--- config.mk ---
export PLATFORM = sky130hd
export DESIGN_NAME = fetch_stage
export DESIGN_NICKNAME = d
export VERILOG_FILES = /design/src/rtl/cpu_types_pkg.sv /design/src/rtl/fetch_stage.sv
export SDC_FILE = /design/constraint.sdc
export NUM_CORES = 1
export LEC_CHECK = 0
export ABC_AREA = 1
export CAP_MARGIN = 20
export CORE_MARGIN = 2
export CORE_UTILIZATION = 55
export DETAILED_ROUTE_END_ITERATION = 10
export DONT_BUFFER_PORTS = 1
export HOLD_SLACK_MARGIN = 0.05
export PLACE_DENSITY_LB_ADDON = 0.25
export SYNTH_ARGS = -nofsm -noshare
export SYNTH_HDL_FRONTEND = slang
export SYNTH_SLANG_ARGS = --single-unit
--- constraint.sdc ---
create_clock -name CLK -period 3.54 [get_ports CLK]
set_input_delay 0.354 -clock CLK [delete_from_list [all_inputs] [get_ports CLK]]
set_output_delay 0.354 -clock CLK [all_outputs]
set_load 0.02 [all_outputs]
--- src/rtl/cpu_types_pkg.sv ---
// Shared CPU types.
//   word_t        : 32-bit machine word (instructions, addresses)
//   fetch_state_t : fetch-stage control states
//   PC_STEP       : byte distance between sequential instructions
package cpu_types_pkg;

    typedef logic [31:0] word_t;

    typedef enum logic [1:0] {
        FETCH  = 2'd0,
        DRAIN  = 2'd1,
        HALTED = 2'd2
    } fetch_state_t;

    localparam word_t PC_STEP = 32'd4;

endpackage

--- src/rtl/fetch_stage.sv ---
// Fetch stage of the 5-stage MIPS pipeline: owns the PC, issues icache reads
// and holds the fetch/decode latch.
//
// Ports:
//   CLK, RST           pipeline clock, async active-high reset
//   iREN, iaddr        icache read request / address (iaddr is always pc)
//   ihit, iload        icache response valid / returned instruction
//   stall              decode cannot accept: hold latch and pc
//   redirect(_pc)      taken branch/jump: flush and retarget
//   halt               decode holds a halt opcode
//   fd_valid/instr/npc fetch/decode latch contents
//
// state  | meaning
// -------+-------------------------------------------------------------
// FETCH  | normal fetch; latch loads on ihit unless stalled
// DRAIN  | waiting for an in-flight miss to land before retarget/halt
// HALTED | sticky stop until RST; no icache requests
module fetch_stage
    import cpu_types_pkg::*;
#(
    parameter int               WORD_W  = 32,
    parameter logic [WORD_W-1:0] PC_INIT = '0
) (
    input  logic              CLK,
    input  logic              RST,
    output logic              iREN,
    output logic [WORD_W-1:0] iaddr,
    input  logic              ihit,
    input  logic [WORD_W-1:0] iload,
    input  logic              stall,
    input  logic              redirect,
    input  logic [WORD_W-1:0] redirect_pc,
    input  logic              halt,
    output logic              fd_valid,
    output logic [WORD_W-1:0] fd_instr,
    output logic [WORD_W-1:0] fd_npc
);

    fetch_state_t      state, state_n;
    logic [WORD_W-1:0] pc, pc_n;
    logic [WORD_W-1:0] pend_pc, pend_pc_n;
    logic              halt_pend, halt_pend_n;
    logic              fd_valid_n;
    logic [WORD_W-1:0] fd_instr_n, fd_npc_n;

    logic [WORD_W-1:0] pc_inc;
    logic [WORD_W-1:0] tgt;
    logic              halt_now;

    assign pc_inc = pc + WORD_W'(PC_STEP);
    assign tgt    = {redirect_pc[WORD_W-1:2], 2'b00};

    // In DRAIN a same-cycle redirect cancels any pending halt; a same-cycle
    // halt (without redirect) counts as already pending.
    assign halt_now = redirect ? 1'b0 : (halt | halt_pend);

    always_ff @(posedge CLK or posedge RST) begin
        if (RST) begin
            state     <= FETCH;
            pc        <= PC_INIT;
            pend_pc   <= '0;
            halt_pend <= 1'b0;
            fd_valid  <= 1'b0;
            fd_instr  <= '0;
            fd_npc    <= '0;
        end else begin
            state     <= state_n;
            pc        <= pc_n;
            pend_pc   <= pend_pc_n;
            halt_pend <= halt_pend_n;
            fd_valid  <= fd_valid_n;
            fd_instr  <= fd_instr_n;
            fd_npc    <= fd_npc_n;
        end
    end

    always_comb begin
        state_n     = state;
        pc_n        = pc;
        pend_pc_n   = pend_pc;
        halt_pend_n = halt_pend;
        fd_valid_n  = fd_valid;
        fd_instr_n  = fd_instr;
        fd_npc_n    = fd_npc;

        case (state)
            FETCH: begin
                if (redirect) begin
                    fd_valid_n = 1'b0;
                    fd_instr_n = '0;
                    fd_npc_n   = '0;
                    if (ihit) begin
                        pc_n = tgt;
                    end else begin
                        // Miss in flight for the old pc: park the target.
                        pend_pc_n = tgt;
                        state_n   = DRAIN;
                    end
                end else if (halt) begin
                    fd_valid_n = 1'b0;
                    fd_instr_n = '0;
                    fd_npc_n   = '0;
                    if (ihit) begin
                        state_n = HALTED;
                    end else begin
                        halt_pend_n = 1'b1;
                        state_n     = DRAIN;
                    end
                end else if (stall) begin
                    // Hold everything; an ihit here is dropped and re-fetched.
                end else if (ihit) begin
                    fd_valid_n = 1'b1;
                    fd_instr_n = iload;
                    fd_npc_n   = pc_inc;
                    pc_n       = pc_inc;
                end else begin
                    fd_valid_n = 1'b0;
                    fd_instr_n = '0;
                end
            end

            DRAIN: begin
                fd_valid_n = 1'b0;
                fd_instr_n = '0;
                fd_npc_n   = '0;
                if (redirect) begin
                    pend_pc_n   = tgt;
                    halt_pend_n = 1'b0;
                end else if (halt) begin
                    halt_pend_n = 1'b1;
                end
                if (ihit) begin
                    if (halt_now) begin
                        state_n = HALTED;
                    end else begin
                        pc_n    = redirect ? tgt : pend_pc;
                        state_n = FETCH;
                    end
                end
            end

            HALTED: begin
                fd_valid_n = 1'b0;
            end

            default: begin
                state_n = FETCH;
            end
        endcase
    end

    assign iaddr = pc;
    assign iREN  = ~RST & (state != HALTED);

endmodule

# [Yosys cells after proc, flatten, opt, wreduce, memory -nomap -nowiden]
# Cells that the tools add are included.
[word_totals] in_bits=70 ff_bits=132 out_inout_bits=98 elab_cells=80
[op_classes] n_reduce_logical=11 n_addsub=1 n_bitwise=4 n_eq_ne=18 muxes=39
[ops] cell="$mux W32" n=16
[ops] cell="$pmux W32 S2" n=4
[ops] cell="$add A32 B3 Y32 const B" n=1
[ops] cell="$ne A3 B3 Y1 const B" n=6
[ops] cell="$ne A2 B2 Y1 const B" n=7
[ops] cell="$mux W2" n=6
[ops] cell="$ne A4 B4 Y1 const B" n=3
[ops] cell="$mux W1" n=10
[ops] cell="$reduce_and A7 Y1" n=1
[ops] cell="$pmux W2 S3" n=1
[ops] cell="$reduce_and A3 Y1" n=2
[ops] cell="$reduce_and A5 Y1" n=1
[ops] cell="$pmux W1 S2" n=2
[ops] cell="$reduce_and A2 Y1" n=2
[ops] cell="$reduce_and A4 Y1" n=1
[ops] cell="$reduce_bool A2 Y1" n=2
[ops] cell="$eq A2 B1 Y1 const B" n=1
[ops] cell="$eq A2 B2 Y1 const B" n=1
[ops] cell="$logic_not A2 Y1" n=1
[ops] cell="$not A1 Y1" n=2
[ops] cell="$reduce_or A2 Y1" n=1
[ops] cell="$and A1 B1 Y1" n=1
[ops] cell="$or A1 B1 Y1" n=1

# [Longest topological paths before layout]
# Gate-level depths: netlist (run 1).
[logic_depth] word_depth=6 ltp_mapped=14 ltp_nobuf=12

# [Least setup slack after synthesis (run 1)]
# No wires, ideal clock.
[synth_path] kind="register -> register" startpoint="reg state[0]" endpoint="reg fd_npc[2]" path_stages_with_launch=13 synth_period_minus_slack_ns=1.915 n_path_buf=3 setup_ns=0.138 required_time_ns=3.402 setup_slack_ns=1.625 arrival_time_ns=1.778 path_cell_list="dfrtp_1 inv_1 ha_1 nand2_1 nor2_1 nand2_1 nand2_1 buf_4 a21oi_4 nand3_2 buf_4 buf_6 o22ai_2"
[synth_via] elab_chain_cells=3 word_cells_on_any_way=7 cone_classes="eq/ne (3); mux (1); reduce/logical (3)"
[synth_lines] item="start: declaration" line="fetch_stage.sv:39" source="fetch_state_t state, state_n;"
[synth_lines] item="start signal: assignment" line="fetch_stage.sv:67" source="state <= state_n;"
[synth_lines] item="$logic_not A2 Y1 or $eq A2 B1 Y1 (tied branches)" line="fetch_stage.sv:86" source="case (state)"
[synth_lines] item="$ne A4 B4 Y1 (no source line) or $reduce_bool A2 Y1 (tied branches)"
[synth_lines] item="$reduce_and A3 Y1 (no source line)"
[synth_lines] item="end signal: assignment" line="fetch_stage.sv:73" source="fd_npc <= fd_npc_n;"
[synth_lines] item="end: declaration" line="fetch_stage.sv:36" source="output logic [WORD_W-1:0] fd_npc"
# Parallel ways exist; a longest one is shown, timed or not.
# A chain may end at the register's enable or synchronous reset.

# [Final worst setup path (run 1)]
[layout_path] startpoint="reg state[1]" endpoint="reg pc[25] (netlist: iaddr[25])"
[layout_via] elab_chain_cells=3 word_cells_on_any_way=11 cone_classes="eq/ne (7); mux (1); reduce/logical (3)"
[layout_lines] item="$eq A2 B1 Y1 or $logic_not A2 Y1 (tied branches)" line="fetch_stage.sv:86"
[layout_lines] item="$ne A2 B2 Y1 (no source line) (tied with other cells)"
[layout_lines] item="$reduce_and A7 Y1 (no source line)"
[layout_lines] item="end signal: assignment" line="fetch_stage.sv:68" source="pc <= pc_n;"
[layout_lines] item="end: declaration" line="fetch_stage.sv:40" source="logic [WORD_W-1:0] pc, pc_n;"
# Parallel ways exist; a longest one is shown, timed or not.

==> impl_metrics.tcl, run 1 <==
set metrics [dict create \
    max_freq_mhz 357 \
    muxShareOfSynthArea_pct 0 \
    synth_nets 1046 \
    drcViolationCount 0 \
    wl_met1_um 7690 \
    netlist_area_um2 7170 \
    drt_iter0_drc 498 \
    cts_buffers 17 \
    via_per_inst 5.41 \
    synth_area_leaders "dfrtp_1 46%, nand2_1 18%, inv_1 5.7%, o21ai_0 5.1%, a21oi_1 3.7%" \
    fill_cells 1153 \
    yosysTopAreaCell "dfrtp_1" \
    yosys.area_share.simple_pct 24.7 \
    ys.flop_type "dfrtp_1" \
    worstMarginPinSlew_ns 1.08 \
    synth_xor_xnor_area_share_pct 1.83 \
    portBuffers 0 \
    postRouteAntennaNets 0 \
    placed_cells 1105 \
    synth_most_common_cell "nand2_1" \
    tns_ns 0 \
    ys_seq_area_share_pct 46.0 \
    async_flop_share_pct 100 \
    relSlewSlack_pct 28.2 \
    clk_pin_slew_ns 0.05 \
    firstDrtPassIters 5 \
    reg2reg_slack_ns 0.74 \
    dp_slack_ns 0.769 \
    vias 6159 \
    fin_cells 1139 \
    finalClockSkew_ns 0.00759 \
    clkLatencyLatePin_ns 0.42 \
    ys_types 34 \
    combPwrFrac_pct 36.9 \
    setup_viol 0 \
    p_leak_nw 3.84 \
    die-area_um2 14000 \
    internal-power_mw 3.96 \
    initial_core_util_pct 56.6 \
    wl_met3_um 1920 \
    yosysWarningCount 0 \
    core_um2 12700 \
    grt_max_degree 97 \
    report.final.slew_viol_count 0 \
    p_seq_share_pct 41.5 \
    highest_layer "met4" \
    place_congestion 0.866 \
    die_h_um 118 \
    fin_crit_sh_pct 79.1 \
    die_w_um 118 \
    synth_top_family_by_area "simple AND/OR/NAND/NOR gates" \
    setup.worst_path.end_class "flop" \
    ctsRootBufferMaster "clkbuf_16" \
    maxCapViolations 0 \
    synth_seq_cells 132 \
    p_per_area_nw_per_um2 929 \
    cts_sinks 132 \
    worst_ep_arrival_time_ns 3.09 \
    cp-start-kind "flop" \
    postSynthCellCount 971 \
    switching_share_pct 45.6 \
    cts_tree "done" \
    irDropWorstVdd_uv 506 \
    worstPathRequired_ns 3.83 \
    worstSetupPathType "flop to flop" \
    area_growth_pct 9.35 \
    final.setup.worst_slack_ns 0.739 \
    antenna_found_initial 0 \
    synth_compound_area_share_pct 17.8 \
    synth_top_area_share_pct 46.0 \
    synth_fa_ha_area_share_pct 0.872 \
    hold_viol_final 0 \
    core.rowCount 41 \
    drive_gt1_share_pct 6.83 \
    p_sw_mw 3.32 \
    rsz0062_at_grt "no" \
    grt.total_usage_pct 25.5 \
    cts_buffer_depth 2 \
    cp_max_fo 34 \
    synthTopCellsByCount "350 x nand2_1, 132 x dfrtp_1, 109 x inv_1, 73 x o21ai_0, 64 x nor2_1" \
    dp_hpwl_um 12000 \
    ios 168 \
    finalCriticalPeriod_ns 2.80 \
    clockPowerShare_pct 21.5 \
    diodes 0 \
    grt_pass1_wl_um 28200 \
    wirelength_um 17600 \
    syn_avg_cell_area_um2 7.39 \
    nets 1030 \
    wl_met2_um 7650 \
    hold_path_class "primary input to flop" \
    multi_input_area_um2 3260 \
    grt_overflow 0 \
    synth_edf_count 0 \
    avgRoutedWirePerCell_um 15.5 \
    seqCellArea_um2 3300 \
    cts_setup_buffers 0 \
    grt_pass1_vias 5556 \
    htreeDepth 4 \
    status "completed" \
]
[layout make-up]
cell class	count	share of cell area, %
clock buffers	26	6.36
well taps	172	2.74
flip-flops and latches	132	42.1
inverters	112	5.41
multi-input cells	679	41.6
clock inverters	5	0.319
repair buffers	13	1.50
[metrics by stage]
step | power [mW] | hold slack (ns) | utilization (%) | instance area (um^2)
after global placement | 5.62 | 0.405 | 57.5 | 7290
after CTS | 7.31 | 0.0675 | 61.9 | 7850
after global routing | 7.81 | 0.0695 | 61.9 | 7850
after floorplan | 5.06 | 0.449 | - | 7180
after detailed placement | 5.70 | 0.412 | 57.5 | 7290
final | 7.28 | 0.0780 | 61.9 | 7850
[worst max-delay path, cell delays in order (launching register included)]
cell and delay, ns:
dfrtp_1 0.39, inv_1 0.08, ha_1 0.20, inv_2 0.38
nand2_1 0.18, nand2_1 0.10, nor2_1 0.05, nand2_1 0.08
nor2_2 0.04, buf_4 0.19, inv_2 0.48, buf_4 0.31
nand2_1 0.07, a21boi_0 0.12
[cells by family (layout without fill, tap and decap cells)]
kind of cell,count (synthesis),count (layout)
buffers and inverters,160,156
XOR/XNOR,15,15
AO/OA/AOI/OAI,207,207
flip-flops,132,132
AND/OR/NAND/NOR,452,452
adder cells (fa/ha/maj),5,5
[cells in the final DEF (no fill, tap or decap), types with 3 or more instances in the layout]
cell / netlist / routed
a21boi_0: 13 / 13
a21boi_1: 5 / 5
a21oi_1: 53 / 52
a2bb2oi_1: 3 / 3
buf_4: 2 / 9
clkbuf_1: 28 / 5
clkbuf_16: 0 / 17
clkbuf_8: 0 / 4
clkinv_2: 0 / 5
dfrtp_1: 132 / 132
dlygate4sd3_1: 0 / 3
ha_1: 5 / 5
inv_1: 109 / 108
inv_2: 3 / 3
nand2_1: 350 / 349
nand3_1: 17 / 17
nand4_1: 5 / 5
nor2_1: 64 / 64
nor2_2: 3 / 3
nor3_1: 4 / 3
o21a_1: 23 / 23
o21ai_0: 73 / 73
o22ai_1: 19 / 19
o22ai_2: 10 / 10
or2_2: 7 / 7
xor2_1: 14 / 14
[power by group through the flow]
| stage | sequential, mW | clock (mW) | combinational (mW) |
|---|---|---|---|
| 3_5_place_dp | 3.04 | 0 | 2.66 |
| 4_1_cts | 3.02 | 1.60 | 2.69 |
| 5_1_grt | 3.09 | 1.67 | 3.05 |
| 3_3_place_gp | 3.02 | 0 | 2.60 |
| 6_report | 3.03 | 1.57 | 2.69 |
| 2_1_floorplan | 2.87 | 0 | 2.20 |
[what timing repair did]
item                                    4_1_cts  5_1_grt
gates resized for setup                       0        0
hold buffers                                  3        0
endpoints found under the hold margin        38        0
endpoints found under the setup margin        0        0
[registers in the layout, summed over array words and instances, names as in the netlist]
name and cells:
halt_pend 1, fd_npc 32, pend_pc 32, fd_valid 1, iaddr 32, fd_instr 32
state 2
[worst paths after layout]
path,startpoint,endpoint,cells after the start
max in group asynchronous,RST,pend_pc[11]$_DFFE_PP0P_,3
worst min-delay path,iload[7],fd_instr[7]$_DFFE_PP0P_,2
worst min register to register,pend_pc[20]$_DFFE_PP0P_,pend_pc[20]$_DFFE_PP0P_,1
worst max-delay path,state[1]$_DFFE_PP0P_,iaddr[25]$_DFFE_PP0P_,13
min in group asynchronous,RST,fd_instr[11]$_DFFE_PP0P_,2
worst max register to register,state[1]$_DFFE_PP0P_,iaddr[25]$_DFFE_PP0P_,13
[layer usage]
metal,up-vias,track usage (%)
met5,-,0
met1,2829,34.9
met3,30,9.56
met2,256,37.1
met4,0,9.19
li1,3044,-
Note: power is estimated with default switching activity, not from simulation.
==> run 2, diff against run 1 <==
==> constraint.sdc (replaced) <==
create_clock -name CLK -period 2.5 [get_ports CLK]
set_input_delay 0.25 -clock CLK [delete_from_list [all_inputs] [get_ports CLK]]
set_output_delay 0.25 -clock CLK [all_outputs]
set_load 0.02 [all_outputs]
==> run 2 against run 1 <==
Effect of this change:
- worst hold slack got worse by 0.010 ns
- clock skew barely moved
- cell area rose by 8.2%
- sequential share of layout area fell by 3.2 points
- routed wire length rose by 9.1%
- largest power group is now combinational cells
- critical path type unchanged
- combinational power rose by 56%
- die area did not move
- global-route usage rose by 2.6 points
- first-iteration DRC count rose by 36%
- worst setup slack got worse by 0.55 ns
==> impl_metrics.tcl, run 2 (synthesis results as in run 1) <==
set metrics [dict create \
    worstMarginPinSlew_ns 1.05 \
    postRouteAntennaNets 0 \
    ios 168 \
    final_cell_mix "349 x nand2_1, 132 x dfrtp_1, 108 x inv_1" \
    holdWs_ns 0.0677 \
    utilization_pct 67.0 \
    diodes 0 \
    firstDrtPassIters 5 \
    p_leak_nw 4.12 \
    grt_max_degree 65 \
    grt_util_met2_pct 43.5 \
    r2r-end "fd_instr[23]$_DFFE_PP0P_" \
    critPathMaxStageDelay_ns 0.47 \
    die-area_um2 14000 \
    max_freq_mhz 433 \
    setup.worst_path.end_class "flop" \
    nets 1094 \
    reg2reg_slack_ns 0.19 \
    cts_buffer_depth 2 \
    path_depth 8 \
    ctsRootBufferMaster "clkbuf_16" \
    finalClockSkew_ns 0.00731 \
    cts_buffers 17 \
    clk_pin_slew_ns 0.05 \
    portBuffers 0 \
    grt_busiest_layer "met2" \
    irDropWorstVdd_uv 576 \
    crit_family "simple AND/OR/NAND/NOR gates" \
    core.rowCount 41 \
    placed_cells 1117 \
    clkLatencyLatePin_ns 0.42 \
    grtUsageMet3_pct 10.2 \
    grt_pass1_wl_um 31100 \
    worstSetupPathType "flop to flop" \
    seqCellArea_um2 3300 \
    grtUsageMet1_pct 36.8 \
    place_congestion 0.932 \
    setup_viol 0 \
    crit_slowest_cell "buf_4" \
    hp-start "redirect_pc[28]" \
    avgRoutedWirePerCell_um 16.0 \
    dp_hpwl_um 12500 \
    antenna_found_initial 0 \
    grt_pass1_vias 6217 \
    drcViolationCount 0 \
    die_w_um 118 \
    fin_cells 1202 \
    report.final.slew_viol_count 0 \
    area_growth_pct 18.3 \
    cp_cell_sequence "inv_1 > ha_1 > nand2_1 > nor2_2 > nand2_1 > nand2_2 > buf_4 > o21ai_0" \
    ff2ff_path_depth 8 \
    fill_cells 1066 \
    hold_end "pend_pc[28]$_DFFE_PP0P_" \
    crit_buf_inv 2 \
    r2r_start "state[0]$_DFFE_PP0P_" \
    via_per_inst 5.37 \
    relSlewSlack_pct 30.3 \
    htreeDepth 4 \
    die_h_um 118 \
    drive_gt1_share_pct 7.67 \
    cp_max_fo 64 \
    p_per_area_nw_per_um2 1250 \
    grt_overflow 0 \
    finalCriticalPeriod_ns 2.31 \
    fin_crit_sh_pct 92.4 \
    worst_ep_arrival_time_ns 2.58 \
    rsz0062_at_grt "no" \
    final_common_cell "nand2_1" \
    cp-start-kind "flop" \
    hold_viol_final 0 \
    initial_core_util_pct 56.6 \
    wirelength_um 19200 \
    status "completed" \
    drt_iter0_drc 679 \
    core_um2 12700 \
    maxCapViolations 0 \
    hold_path_class "primary input to flop" \
    multi_input_area_um2 3270 \
    cp_common_cell "nand2_1" \
    cts_tree "done" \
    grt.total_usage_pct 28.2 \
    vias 6450 \
    cts_setup_buffers 0 \
    hold_depth 3 \
    cts_sinks 132 \
    worstPathRequired_ns 2.77 \
]
-- run 2: final cells by class --
type                       count  area share [%]
multi-input combinational    680            38.6
clock inverter                 6           0.649
clock buffer                  24            5.56
timing repair buffer          76            8.76
sequential                   132            38.9
tap                          172            2.54
inverter                     112            5.00
-- run 2: layer usage --
layer,vias to the layer above,share of wire (%),routed length [um]
met5,-,0,0
met3,26,10,2000
met1,2959,43,8180
met2,285,45,8730
li1,3180,-,-
met4,0,1.6,308
-- run 2: worst register-to-register path: cells and delay by family (launching register included) --
kind / cells / cell delay (ns)
fa+ha+maj: 1 / 0.20
compound gates: 1 / 0.22
flops: 1 / 0.41
buf+inv: 2 / 0.56
simple gates: 4 / 0.77
-- run 2: timing repair --
item                       4_1_cts  5_1_grt
setup endpoints to repair       12       56
resized for setup                0        1
hold buffers                    54        0
gates cloned                     1        0
hold endpoints to repair        90        0
-- run 2: through the flow --
| stage | area (um^2) | total power [mW] | setup TNS [ns] | setup WS, ns |
|---|---|---|---|---|
| final | 8480 | 10.6 | 0 | 0.191 |
| after global routing | 8480 | 11.4 | 0 | 0.00346 |
| after CTS | 8480 | 10.6 | 0 | 0.107 |
| after detailed placement | 7410 | 8.20 | -0.0931 | -0.0302 |
| after global placement | 7410 | 8.12 | 0 | 0.0532 |
| after floorplan | 7180 | 7.17 | 0 | 0.585 |
-- run 2: power breakdown --
group          leakage, nW  switching, mW  internal [mW]
Sequential            1.67           1.26           2.92
Combinational         2.19           2.68           1.51
Clock                0.263          0.875           1.40
Total                 4.12           4.82           5.82
-- run 2: worst max path at each step --
stage                                     from                       end  slack [ns]
after floorplan           state[0]$_DFFE_PP0P_     fd_npc[2]$_DFFE_PP0P_        0.58
after global placement    state[0]$_DFFE_PP0P_    fd_npc[25]$_DFFE_PP0P_        0.05
after detailed placement  state[0]$_DFFE_PP0P_    fd_npc[22]$_DFFE_PP0P_       -0.03
after CTS                 state[0]$_DFFE_PP0P_   fd_instr[5]$_DFFE_PP0P_        0.11
after global routing      state[0]$_DFFE_PP0P_  fd_instr[23]$_DFFE_PP0P_       0.003
final                     state[0]$_DFFE_PP0P_  fd_instr[23]$_DFFE_PP0P_        0.19
